### src/rtl/simon_data_pkg.sv
// Shared types and AXI constants for the Simon data-port AXI4 slave.
package simon_data_pkg;

  typedef enum logic [1:0] {
    W_IDLE = 2'd0,
    W_DATA = 2'd1,
    W_RESP = 2'd2
  } w_state_e;

  typedef enum logic {
    R_IDLE = 1'b0,
    R_DATA = 1'b1
  } r_state_e;

  localparam logic [1:0] RESP_OKAY   = 2'b00;
  localparam logic [1:0] RESP_SLVERR = 2'b10;
  localparam logic [1:0] BURST_WRAP  = 2'b10;
  localparam logic [2:0] BEAT_SIZE   = 3'd4;  // log2 of 16-byte beats

  // An address-phase request the streaming window cannot honour.
  function automatic logic bad_addr_phase(input logic [2:0] size, input logic [1:0] burst);
    return (size != BEAT_SIZE) || (burst == BURST_WRAP);
  endfunction

endpackage

### src/rtl/simon_burst_ctr.sv
// Burst beat counter: loads a burst length, counts handshakes, flags the final beat.
module simon_burst_ctr #(
  parameter int LEN_WIDTH = 8
) (
  input  logic                 clk,
  input  logic                 rst_n,
  input  logic                 i_load,
  input  logic [LEN_WIDTH-1:0] i_len,
  input  logic                 i_step,
  output logic [LEN_WIDTH-1:0] o_cnt,
  output logic                 o_last
);

  logic [LEN_WIDTH-1:0] r_len;
  logic [LEN_WIDTH-1:0] r_cnt;

  // NOTE: sequential state uses non-blocking assignments so every register
  // samples pre-edge values regardless of block ordering.
  always_ff @(posedge clk or negedge rst_n) begin
    if (!rst_n) begin
      r_len <= '0;
      r_cnt <= '0;
    end else if (i_load) begin
      r_len <= i_len;
      r_cnt <= '0;
    end else if (i_step && !o_last) begin
      // Holding at the final beat keeps a 256-beat burst from wrapping to 0.
      r_cnt <= r_cnt + 1'b1;
    end
  end

  assign o_cnt  = r_cnt;
  assign o_last = (r_cnt == r_len);

endmodule

### src/rtl/simon_data_axi_slave.sv
// AXI4 slave streaming window: write bursts feed the cipher's plaintext stream,
// read bursts drain its result stream. Address is ignored beyond protocol checks.
module simon_data_axi_slave
  import simon_data_pkg::*;
#(
  parameter int DATA_WIDTH = 128,
  parameter int ADDR_WIDTH = 32,
  parameter int LEN_WIDTH  = 8,
  parameter int CNT_WIDTH  = 32
) (
  input  logic                    clk_simon_data,
  input  logic                    simon_data_rstn,

  input  logic [ADDR_WIDTH-1:0]   simon_data_awaddr,
  input  logic [1:0]              simon_data_awburst,
  input  logic [LEN_WIDTH-1:0]    simon_data_awlen,
  input  logic [2:0]              simon_data_awsize,
  input  logic                    simon_data_awvalid,
  output logic                    simon_data_awready,

  input  logic [DATA_WIDTH-1:0]   simon_data_wdata,
  input  logic [DATA_WIDTH/8-1:0] simon_data_wstrb,
  input  logic                    simon_data_wlast,
  input  logic                    simon_data_wvalid,
  output logic                    simon_data_wready,

  output logic [1:0]              simon_data_bresp,
  output logic                    simon_data_bvalid,
  input  logic                    simon_data_bready,

  input  logic [ADDR_WIDTH-1:0]   simon_data_araddr,
  input  logic [1:0]              simon_data_arburst,
  input  logic [LEN_WIDTH-1:0]    simon_data_arlen,
  input  logic [2:0]              simon_data_arsize,
  input  logic                    simon_data_arvalid,
  output logic                    simon_data_arready,

  output logic [DATA_WIDTH-1:0]   simon_data_rdata,
  output logic [1:0]              simon_data_rresp,
  output logic                    simon_data_rlast,
  output logic                    simon_data_rvalid,
  input  logic                    simon_data_rready,

  output logic [DATA_WIDTH-1:0]   blk_in_data,
  output logic                    blk_in_valid,
  input  logic                    blk_in_ready,

  input  logic [DATA_WIDTH-1:0]   blk_out_data,
  input  logic                    blk_out_valid,
  output logic                    blk_out_ready,

  output logic [CNT_WIDTH-1:0]    blk_in_count,
  output logic [CNT_WIDTH-1:0]    blk_out_count
);

  w_state_e               r_wstate;
  r_state_e               r_rstate;
  logic                   r_active;
  logic                   r_werr;
  logic                   r_rerr;
  logic [CNT_WIDTH-1:0]   r_blk_in_count;
  logic [CNT_WIDTH-1:0]   r_blk_out_count;

  logic                   w_aw_hs;
  logic                   w_w_hs;
  logic                   w_ar_hs;
  logic                   w_r_hs;
  logic                   w_wlast_beat;
  logic                   w_rlast_beat;
  logic [LEN_WIDTH-1:0]   w_wcnt;
  logic [LEN_WIDTH-1:0]   w_rcnt;
  logic                   w_unused;

  assign w_unused = ^{simon_data_awaddr, simon_data_araddr, w_wcnt, w_rcnt};

  // NOTE: the idle states would raise awready/arready straight out of reset;
  // r_active holds every ready low while reset is asserted.
  always_ff @(posedge clk_simon_data or negedge simon_data_rstn) begin
    if (!simon_data_rstn) r_active <= 1'b0;
    else                  r_active <= 1'b1;
  end

  // Write path: plaintext blocks pass combinationally from W to the engine.
  assign simon_data_awready = r_active && (r_wstate == W_IDLE);
  assign simon_data_wready  = (r_wstate == W_DATA) && blk_in_ready;
  assign blk_in_valid       = (r_wstate == W_DATA) && simon_data_wvalid;
  assign blk_in_data        = simon_data_wdata;
  assign simon_data_bvalid  = (r_wstate == W_RESP);
  assign simon_data_bresp   = (simon_data_bvalid && r_werr) ? RESP_SLVERR : RESP_OKAY;

  assign w_aw_hs = simon_data_awvalid && simon_data_awready;
  assign w_w_hs  = blk_in_valid && blk_in_ready;

  simon_burst_ctr #(.LEN_WIDTH(LEN_WIDTH)) u_wr_ctr (
    .clk    (clk_simon_data),
    .rst_n  (simon_data_rstn),
    .i_load (w_aw_hs),
    .i_len  (simon_data_awlen),
    .i_step (w_w_hs),
    .o_cnt  (w_wcnt),
    .o_last (w_wlast_beat)
  );

  always_ff @(posedge clk_simon_data or negedge simon_data_rstn) begin
    if (!simon_data_rstn) begin
      r_wstate <= W_IDLE;
      r_werr   <= 1'b0;
    end else begin
      unique case (r_wstate)
        W_IDLE: if (w_aw_hs) begin
          r_werr   <= bad_addr_phase(simon_data_awsize, simon_data_awburst);
          r_wstate <= W_DATA;
        end
        W_DATA: if (w_w_hs) begin
          // Malformed beats are still forwarded; they only poison the response.
          if ((simon_data_wstrb != '1) || (simon_data_wlast != w_wlast_beat))
            r_werr <= 1'b1;
          if (w_wlast_beat)
            r_wstate <= W_RESP;
        end
        W_RESP: if (simon_data_bready) r_wstate <= W_IDLE;
        default: r_wstate <= W_IDLE;
      endcase
    end
  end

  // Read path: result blocks stay in the engine until an R beat takes them.
  assign simon_data_arready = r_active && (r_rstate == R_IDLE);
  assign simon_data_rvalid  = (r_rstate == R_DATA) && blk_out_valid;
  assign blk_out_ready      = (r_rstate == R_DATA) && simon_data_rready;
  assign simon_data_rdata   = blk_out_data;
  assign simon_data_rlast   = (r_rstate == R_DATA) && w_rlast_beat;
  assign simon_data_rresp   = ((r_rstate == R_DATA) && r_rerr) ? RESP_SLVERR : RESP_OKAY;

  assign w_ar_hs = simon_data_arvalid && simon_data_arready;
  assign w_r_hs  = simon_data_rvalid && simon_data_rready;

  simon_burst_ctr #(.LEN_WIDTH(LEN_WIDTH)) u_rd_ctr (
    .clk    (clk_simon_data),
    .rst_n  (simon_data_rstn),
    .i_load (w_ar_hs),
    .i_len  (simon_data_arlen),
    .i_step (w_r_hs),
    .o_cnt  (w_rcnt),
    .o_last (w_rlast_beat)
  );

  always_ff @(posedge clk_simon_data or negedge simon_data_rstn) begin
    if (!simon_data_rstn) begin
      r_rstate <= R_IDLE;
      r_rerr   <= 1'b0;
    end else begin
      unique case (r_rstate)
        R_IDLE: if (w_ar_hs) begin
          r_rerr   <= bad_addr_phase(simon_data_arsize, simon_data_arburst);
          r_rstate <= R_DATA;
        end
        R_DATA: if (w_r_hs && w_rlast_beat) r_rstate <= R_IDLE;
        default: r_rstate <= R_IDLE;
      endcase
    end
  end

  always_ff @(posedge clk_simon_data or negedge simon_data_rstn) begin
    if (!simon_data_rstn) begin
      r_blk_in_count  <= '0;
      r_blk_out_count <= '0;
    end else begin
      if (w_w_hs) r_blk_in_count  <= r_blk_in_count + 1'b1;
      if (w_r_hs) r_blk_out_count <= r_blk_out_count + 1'b1;
    end
  end

  assign blk_in_count  = r_blk_in_count;
  assign blk_out_count = r_blk_out_count;

endmodule

### config.mk
export PLATFORM = sky130hd
export DESIGN_NAME = simon_data_axi_slave
export DESIGN_NICKNAME = d
export VERILOG_FILES = /design/src/rtl/simon_data_pkg.sv /design/src/rtl/simon_burst_ctr.sv /design/src/rtl/simon_data_axi_slave.sv
export SDC_FILE = /design/constraint.sdc
export NUM_CORES = 1
export LEC_CHECK = 0
export BUFFER_PORTS_ARGS = -buffer_cell sky130_fd_sc_hd__buf_2
export CAP_MARGIN = 20
export CORE_AREA = 2 2 272 274
export CTS_BUF_LIST = sky130_fd_sc_hd__clkbuf_16
export DETAILED_ROUTE_END_ITERATION = 12
export DIE_AREA = 0 0 274 276
export GPL_TIMING_DRIVEN = 0
export PLACE_DENSITY = 0.37
export SYNTH_ARGS = -nofsm -noshare
export SYNTH_HDL_FRONTEND = slang
export SYNTH_SLANG_ARGS = --single-unit
### constraint.sdc
create_clock -name clk_simon_data -period 6 [get_ports clk_simon_data]
set_input_delay 0 -clock clk_simon_data [delete_from_list [all_inputs] [get_ports clk_simon_data]]
set_output_delay 0 -clock clk_simon_data [all_outputs]
set_load 0.02 [all_outputs]
==> results.md, run 1 <==
- The run finished with clean final reports.
- The endpoint kind of the worst setup timing path is a flop.
- The number of nets in the layout is approximately 1.5k.
- In the synthesized netlist, the number of instances is about 740.
- The area of the mapped netlist is roughly 0.0068 sq mm.
- The number of antenna diodes in the final layout is 0.
- In this run the worst path has a maximum fanout of 8.
- Data on the critical path arrives at its endpoint at ~2.8 ns.
- In the finished design, the share of the clock period the worst path needs comes to 0.423.
- The number of standard-cell rows in the floorplan is 99.
- In this run, CTS created clock tree buffers numbering 9.
- The total of endpoints with negative setup slack in the final report is 0.
- The count of flip-flops with a built-in enable after synthesis is 0.
- The vias per cell is 2.88.
- The placed wire-length estimate after detailed placement is approximately 20000 um.
- The via count of the first global-routing pass is between 5k and 6k.
- Setup slack on the worst reg-to-reg path comes out at between 3 and 4 ns.
- Of the total power, registers draw 0.399.
- For this run, the top clock speed supported by timing is ~0.4 GHz.
- After layout, the minimum clock period comes to 2.54 ns.
- Setup repair after global routing left no endpoint under its margin.
- The total internal power is 1.44 mW.
- The critical path runs through a total of 6 cells.
- The floorplan step defined a die boundary enclosing between 0.07 and 0.08 sq mm.
- The number of sinks handled by clock tree synthesis is ~100.
- The number of antenna violations at the first check in global routing is 2.
- The area of all sequential standard cells is 0.00255 sq mm.
- The area of the core is approximately 0.073 sq mm.
- For the worst flop-to-flop path, the logic depth is 6.
- The flop and latch count out of synthesis is 102.
- The H-tree was split into 3 levels.
- Following the worst setup path forward leads to its endpoint at blk_out_count[28].
- The static leakage power is ~5.4 nW.
- The total count of hold-check failures in the final report is 0.
- The remaining number of nets flagged by the antenna check after routing is 0.
- The later-pin clock latency in the skew report is 0.38 ns.
- The max-capacitance violation count is 0.
- The worst IR drop on VDD is 0.134 mV.
- The via count is approximately 6.1k.
- Clock tree synthesis selected as its root buffer the cell sky130_fd_sc_hd__clkbuf_16.
- The switching fraction of total power is 0.364.
- The delay of the slowest cell on the worst path is just under 0.8 ns.
- Of the total power, combinational logic draws 0.328.
- The initial detailed-routing violation count is between 200 and 250.
- The critical path is of the flop to flop type.
- The power share of the clock group is 0.273.
- The ratio of total power to cell area is about 220 mW/mm^2.
- For the worst setup path, the data required time is around 6.3 ns.
- The initial cell density of the core is 0.0935.
- Together, buffers and inverters on the worst path number 1.
- The width of the die is between 200 and 300 um.
- The mean instance size in the synthesized netlist is 9.14 sq um.
- The area overhead of the layout relative to synthesis is 54.0%.
- In this run the tool buffered the top-level ports with roughly 380 buffer cells.
- The area of combinational cells with multiple inputs is roughly 0.0022 sq mm.
- The cell at the slowest stage of the critical path is sky130_fd_sc_hd__or4b_1.
- In the synthesized netlist the async set-or-reset flop fraction comes to 1.00.
- Walking the worst path, the cells encountered are and3_1, buf_2, nand4_1, or4b_1, nor2_1, xor2_1.
- The number of fill cells in the layout is between 8k and 9k.
- The sequential-to-total area share from yosys stat is 0.376.
- In the routed design, unresolved DRC markers number 0.
- Entering global routing, the biggest net connects 56 pins.
- For this design the top-level I/O count stands at 704.
- The most instantiated flip-flop cell in the synthesis netlist is sky130_fd_sc_hd__dfrtp_1.
- The first global-routing pass estimated 34400 um of wire.
- The number of library cell types mapped by synthesis is 47.
- Summed over all layers, the routed wires come to between 20000 and 25000 um.
- The overall die height is 276 um.
- The path class of the lowest-slack min-delay path is input pin to flop.
- The startpoint of the lowest-slack register-to-register path is r_rstate.
- For this run the aggregate overflow at the end of global routing stands at 0.
- The tightest slew margin relative to the limit is 0.508.
- The clock transition at the registers of the reported paths is roughly 0.070 ns.
- For this design the total switching power over the nets is approximately 0.83 mW.
- After detailed routing, the average wire length per cell comes to between 10 and 15 um.
- Summed over all failing endpoints, the final setup total negative slack is 0 ns.
- The most critical setup path has its startpoint at r_rstate.
- Grouping stages by cell kind, the critical path spends the most delay in simple AND/OR/NAND/NOR gates.
- The number of max-slew violations in the final report is 0.
- The pin slew with the least headroom to its limit is 0.733 ns.
- The final RePlAce weighted congestion is between 0.7 and 0.8.
- For this run, the number of Yosys warnings is 0.
- Of the cells placed in the final design, the portion with a size suffix greater than 1 is 0.573.
- Hold timing on the final database bottoms out at a slack of approximately 0.042 ns.
- The power consumption is 2.27 mW.
- For this run, the detailed router's first-pass iteration total came to 4.
- The startpoint kind of the worst setup timing path is a flop.
- The capturing point of the worst reg2reg path is blk_out_count[28].
- The deepest clock path buffer count is 2.
- For this run, the total global-route usage over all layers was measured as 0.0589.
- The CTS tree is yes.
- On the final layout, the worst clock skew is 0.0109 ns.
## tightest hold or removal path: stages
cell,delay [ns]
sky130_fd_sc_hd__buf_2,0.11
sky130_fd_sc_hd__nand3_1,0.18
sky130_fd_sc_hd__xnor2_1,0.09
## cells by family after synthesis
| family | after synthesis | share of synthesized area |
|---|---|---|
| xor gates and xnor gates | 84 | 0.108 |
| buffers and inverters | 279 | 0.300 |
| AOI/OAI and AO/OA | 23 | 0.0208 |
| adders and majority gates | 4 | 0.00738 |
| muxes | 6 | 0.00885 |
| and+or+nand+nor | 242 | 0.177 |
| other | 2 | 0.00111 |
| DFF | 102 | 0.376 |
## area by class of cell
| cell class | count | area share |
|---|---|---|
| plain buffers | 267 | 0.190 |
| clock buffers | 9 | 0.0216 |
| clock inverters | 7 | 0.00635 |
| inverters | 12 | 0.00431 |
| multi-input cells | 362 | 0.211 |
| flip-flops and latches | 102 | 0.244 |
| well taps | 959 | 0.115 |
| repair buffers | 405 | 0.208 |
## cell usage after synthesis (2+ instances only)
cell | count | area share
sky130_fd_sc_hd__xor2_1 | 34 | 0.044
sky130_fd_sc_hd__and2_1 | 6 | 0.0055
sky130_fd_sc_hd__and4_1 | 6 | 0.0077
sky130_fd_sc_hd__o31ai_1 | 2 | 0.0022
sky130_fd_sc_hd__buf_2 | 2 | 0.0015
sky130_fd_sc_hd__nand3_1 | 25 | 0.018
sky130_fd_sc_hd__inv_1 | 12 | 0.0066
sky130_fd_sc_hd__and3_1 | 7 | 0.0065
sky130_fd_sc_hd__buf_6 | 2 | 0.0033
sky130_fd_sc_hd__ha_1 | 4 | 0.0074
sky130_fd_sc_hd__mux2i_1 | 6 | 0.0089
sky130_fd_sc_hd__and2_0 | 2 | 0.0018
sky130_fd_sc_hd__nor2_1 | 37 | 0.020
sky130_fd_sc_hd__nor3b_1 | 2 | 0.0022
sky130_fd_sc_hd__conb_1 | 2 | 0.0011
sky130_fd_sc_hd__xnor2_1 | 50 | 0.065
sky130_fd_sc_hd__or3_1 | 4 | 0.0037
sky130_fd_sc_hd__nand2_1 | 97 | 0.054
sky130_fd_sc_hd__nor3_1 | 12 | 0.0089
sky130_fd_sc_hd__buf_4 | 258 | 0.29
sky130_fd_sc_hd__or4_1 | 2 | 0.0022
sky130_fd_sc_hd__nand4_1 | 22 | 0.020
sky130_fd_sc_hd__clkbuf_1 | 5 | 0.0028
sky130_fd_sc_hd__nor4_1 | 4 | 0.0037
sky130_fd_sc_hd__o21ai_0 | 6 | 0.0044
sky130_fd_sc_hd__nor2_2 | 3 | 0.0028
sky130_fd_sc_hd__a21oi_1 | 9 | 0.0066
sky130_fd_sc_hd__dfrtp_1 | 102 | 0.38
## per-stage QoR
stage	util	std cells	setup WS (ns)	instance area, sq um
2_1_floorplan	-	743	3.91	6790
3_3_place_gp	0.136	2083	3.30	9890
3_5_place_dp	0.137	2084	3.29	9930
4_1_cts	0.144	2123	3.26	10500
5_1_grt	0.144	2123	3.16	10500
6_report	0.144	2123	3.46	10500
## worst min path at each step
stage | startpoint | endpoint | cells after the start
after floorplan | simon_data_rstn | blk_in_count[0] | 0
after global placement | simon_data_arsize[2] | r_rerr | 2
after detailed placement | simon_data_rstn | blk_in_count[31] | 1
after CTS | blk_in_ready | blk_in_count[0] | 3
after global routing | blk_in_ready | blk_in_count[0] | 3
final | blk_out_valid | blk_out_count[0] | 3
## layout by cell type, fill, tap and decap left out, types with 3 or more instances in the layout
cell                              n
sky130_fd_sc_hd__a21oi_1          9
sky130_fd_sc_hd__and2_1           6
sky130_fd_sc_hd__and3_1           7
sky130_fd_sc_hd__and4_1           6
sky130_fd_sc_hd__buf_2          382
sky130_fd_sc_hd__buf_4          258
sky130_fd_sc_hd__buf_6            3
sky130_fd_sc_hd__clkbuf_1         5
sky130_fd_sc_hd__clkbuf_16        9
sky130_fd_sc_hd__conb_1           3
sky130_fd_sc_hd__dfrtp_1        102
sky130_fd_sc_hd__dlygate4sd3_1   23
sky130_fd_sc_hd__ha_1             4
sky130_fd_sc_hd__inv_1           14
sky130_fd_sc_hd__mux2i_1          6
sky130_fd_sc_hd__nand2_1         97
sky130_fd_sc_hd__nand3_1         25
sky130_fd_sc_hd__nand4_1         22
sky130_fd_sc_hd__nor2_1          37
sky130_fd_sc_hd__nor2_2           3
sky130_fd_sc_hd__nor3_1          12
sky130_fd_sc_hd__nor4_1           4
sky130_fd_sc_hd__o21ai_0          6
sky130_fd_sc_hd__or3_1            4
sky130_fd_sc_hd__xnor2_1         50
sky130_fd_sc_hd__xor2_1          34
## metal layers
layer,share of wire,track usage,vias up
met4,0.017,0.0229,0
met1,0.41,0.0678,2850
li1,-,-,2980
met5,0,0,-
met2,0.50,0.102,275
met3,0.077,0.0164,15
## flip-flops by register name, summed over array words and instances, names as in the netlist
signal and count:
r_rstate 1, u_rd_ctr.r_len 8, u_wr_ctr.r_len 8, u_rd_ctr.o_cnt 8, blk_in_count 32, u_wr_ctr.o_cnt 8, blk_out_count 32, r_active 1
r_wstate 2, r_rerr 1, r_werr 1
## power by group through the flow
stage | Combinational (mW) | Clock (mW) | Sequential [mW]
2_1_floorplan | 0.467 | 0 | 0.929
3_3_place_gp | 0.741 | 0 | 0.922
3_5_place_dp | 0.745 | 0 | 0.922
4_1_cts | 0.763 | 0.671 | 0.909
5_1_grt | 0.823 | 0.687 | 0.927
6_report | 0.743 | 0.621 | 0.905
## timing repair
action | 4_1_cts | 5_1_grt
setup buffers | 0 | 0
hold buffers | 23 | 0
gates resized for setup | 0 | 0
hold endpoints to repair | 82 | 0
No activity file was read; power rests on OpenSTA's default activity.
==> run 2: changes to the inputs <==
Settings changed: CORE_AREA 2 2 272 274 to 2 2 270 272, DIE_AREA 0 0 274 276 to 0 0 272 274, PLACE_DENSITY 0.37 to 0.38.
Clock period 6 ns to 2.3 ns, I/O delays scaled along.
==> run 2 against run 1 <==
Compared with the run above: critical path depth shrank 1; flip-flop and latch count stayed put; sequential share of layout area fell by 0.22 points; combinational power rose to 2.7 times the previous value; via count up 2.2%; register-to-register slack worse by 3.4 ns; die area is 1.4% lower; setup slack got worse by 3.4 ns; clock skew up 0.0019 ns; global-route usage increased by 0.090 points; worst hold slack worse by 0.0042 ns; critical path type unchanged; largest power group unchanged; highest routed layer unchanged.
==> results.md, run 2 (synthesis results as in run 1) <==
- CTS placed an instance of sky130_fd_sc_hd__clkbuf_16 at the clock tree root.
- The static leakage power is around 5.4 nW.
- In the layout the commonest cells are 382 x sky130_fd_sc_hd__buf_2, 266 x sky130_fd_sc_hd__buf_4, 100 x sky130_fd_sc_hd__dfrtp_1, 96 x sky130_fd_sc_hd__nand2_1, 50 x sky130_fd_sc_hd__xnor2_1.
- The met2 demand-to-capacity share in global routing is 0.0965.
- In the finished design, the share of the clock period the worst path needs comes to 0.955.
- Pin placement for this block handled between 700 and 800 I/O pins.
- Setup repair after global routing could not meet its margin everywhere.
- The wire length of the first global-routing pass is roughly 33000 um.
- The register-to-register setup slack is a little over 0.1 ns.
- Counting instances, the worst hold path has a depth of 3.
- In this run the cell area measured after placement is between 0.009 and 0.01 sq mm.
- The final wirelength is 24000 um.
- STA classifies the critical path endpoint as a flop.
- Clock-pin slew was measured on the worst setup and hold paths at approximately 0.080 ns.
- For this configuration, the core starts out at a cell density of 0.0943.
- The final RePlAce weighted congestion is roughly 0.73.
- STA puts the critical path data required time at 2.57 ns.
- The flow ran to the end, and the final reports show no timing, DRC or antenna violations.
- The startpoint kind of the worst setup timing path is a flop.
- The path with the worst hold slack has its endpoint at blk_out_count[0].
- Across the routed clock network, the largest skew measured is about 0.013 ns.
- The clock net in this run drives a total of between 100 and 150 sinks.
- The final route contains approximately 6.3k vias.
- For the worst-skew pair, the clock arrives at the later sink with an insertion delay of between 0.3 and 0.4 ns.
- CTS built an H-tree with a depth of 3.
- The area growth from synthesis to layout is 55.6%.
- The via count of the first global-routing pass came to a little under 6k.
- The wire-length estimate of the detail-placed layout is 19900 um.
- The total count of hold-check failures in the final report is 0.
- Input and output buffers added on the ports amount to 381.
- Entering global routing, the biggest net connects 59 pins.
- The floorplan step defined a die boundary enclosing between 0.07 and 0.08 sq mm.
- By startpoint and endpoint, the worst setup path is classified as flop to flop.
- The met3 layer usage reported by global route is 0.0188.
- For this run, the post-layout net count is about 1.5k.
- In the final routed layout, each cell accounts on average for 11.2 um.
- For this run, the total global-route usage over all layers was measured as 0.0598.
- The achievable clock frequency is ~0.46 GHz.
- The most used routing layer in global routing is met2.
- Clock tree synthesis inserted a total of 9 buffers.
- STA puts the critical path data arrival time at 2.47 ns.
- The worst setup timing slack at the placement stage is -0.367 ns.
- The most common library cell in the layout ignoring fill and taps is sky130_fd_sc_hd__buf_2.
- In this run the critical register-to-register path is launched from r_wstate[1].
- For the final routed database, the setup TNS stands at 0 ns.
- The worst hold-check slack is roughly 0.038 ns.
- The total area inside the core boundary comes to between 0.07 and 0.08 sq mm.
- The final standard cell count with taps included and fillers excluded is about 2.1k.
- The power consumption is 5.97 mW.
- The max-capacitance violation count is 0.
- The area of all sequential standard cells is around 0.0026 sq mm.
- The final antenna diode count is 0.
- With fillers left out, the area of the finished cells amounts to between 0.01 and 0.015 sq mm.
- The first-pass iteration count of the detailed router is 4.
- The vias per cell is a little under 3.
- The met1 global-route usage is 0.0710.
- The maximum net fanout on the critical path is 8.
- The number of max-slew violations in the final report is 0.
- In the final layout, the share of cells above drive strength 1 is 0.585.
- The path class of the lowest-slack min-delay path is input pin to flop.
- Setup violations remaining at the end of the flow were counted as 0.
- The slack of the critical path is 0.104 ns.
- The floorplan step set the die height to between 200 and 300 um.
- In this run the most critical hold path is launched from blk_out_valid.
- The final critical delay including setup and external delays is 2.20 ns.
- The number of cells on the worst reg-to-reg path is 5.
- The pin slew with the least headroom to its limit is 0.703 ns.
- The DRC violation count after routing is 0.
- The worst IR drop on VDD is 0.265 mV.
- The CTS tree is yes.
- Row generation in the floorplan step produced slightly below 100 rows.
- The number of antenna violations at the first check in global routing is 2.
- The layout has 8237 filler cells.
- The first routing iteration left 285 violations.
- Power spread over the standard cell area amounts to between 500 and 600 mW/mm^2.
- The worst register-to-register path ends at blk_in_count[18].
- The tightest slew margin relative to the limit is 0.527.
- For this run the aggregate overflow at the end of global routing stands at 0.
- The width of the die is approximately 270 um.
- The area of combinational cells with multiple inputs is 0.00224 sq mm.
- The clock passes through at most 2 buffers.
- The number of cells after detailed placement is 2084.
- The remaining number of nets flagged by the antenna check after routing is 0.
- The final core area utilization is 0.147.
==> run 2: cell types whose count changed in the layout (fill, tap and decap cells not counted), sizes merged <==
cell         delta
buf             +8
bufinv          -1
clkbuf          -1
clkinv          +1
dlygate4sd3     +1
==> run 2: layout make-up <==
type                            instances  share of cell area
Clock buffer                            9              0.0213
Multi-Input combinational cell        362               0.212
Sequential cell                       102               0.242
Buffer                                266               0.188
Clock inverter                          7             0.00628
Tap cell                              959               0.114
Timing Repair Buffer                  414               0.212
Inverter                               12             0.00427
==> run 2: power breakdown <==
part | leakage, nW | switching, mW | internal, mW | total, mW
registers | 1.34 | 0.324 | 2.04 | 2.36
logic | 3.96 | 1.08 | 0.894 | 1.97
clock network | 0.136 | 0.875 | 0.762 | 1.64
total | 5.44 | 2.27 | 3.70 | 5.97
==> run 2: critical path, cell delays in order, from the launching register on <==
cell and delay [ns]:
sky130_fd_sc_hd__dfrtp_1 0.44, sky130_fd_sc_hd__nand4b_4 0.30, sky130_fd_sc_hd__or3_1 0.56, sky130_fd_sc_hd__nor2_1 0.45, sky130_fd_sc_hd__nand4_1 0.18, sky130_fd_sc_hd__xnor2_1 0.15
==> run 2: routing by layer <==
layer,wire length (um),vias up,share of wire
met5,0,-,0
met4,727,0,0.030
met3,1930,27,0.081
met2,11900,295,0.50
met1,9430,2937,0.39
li1,-,2996,-
==> run 2: worst max-delay path by stage <==
stage | start | endpoint | slack [ns] | cells past startpoint
6_report | r_wstate[1] | blk_in_count[18] | 0.10 | 5
5_1_grt | r_wstate[1] | blk_in_count[24] | -0.005 | 5
4_1_cts | r_wstate[1] | blk_in_count[23] | 0.02 | 7
3_5_place_dp | r_rstate | blk_out_count[28] | -0.37 | 6
3_3_place_gp | r_rstate | blk_out_count[26] | -0.36 | 6
2_1_floorplan | blk_out_count[4] | blk_out_count[31] | 0.21 | 7
==> run 2: what timing repair did <==
action | in CTS | in global routing
hold buffers | 24 | 0
pin swaps | 2 | 0
endpoints found under the setup margin | 25 | 12
gates resized for setup | 4 | 7
buffers inserted | 5 | 3
hold endpoints to repair | 102 | 0
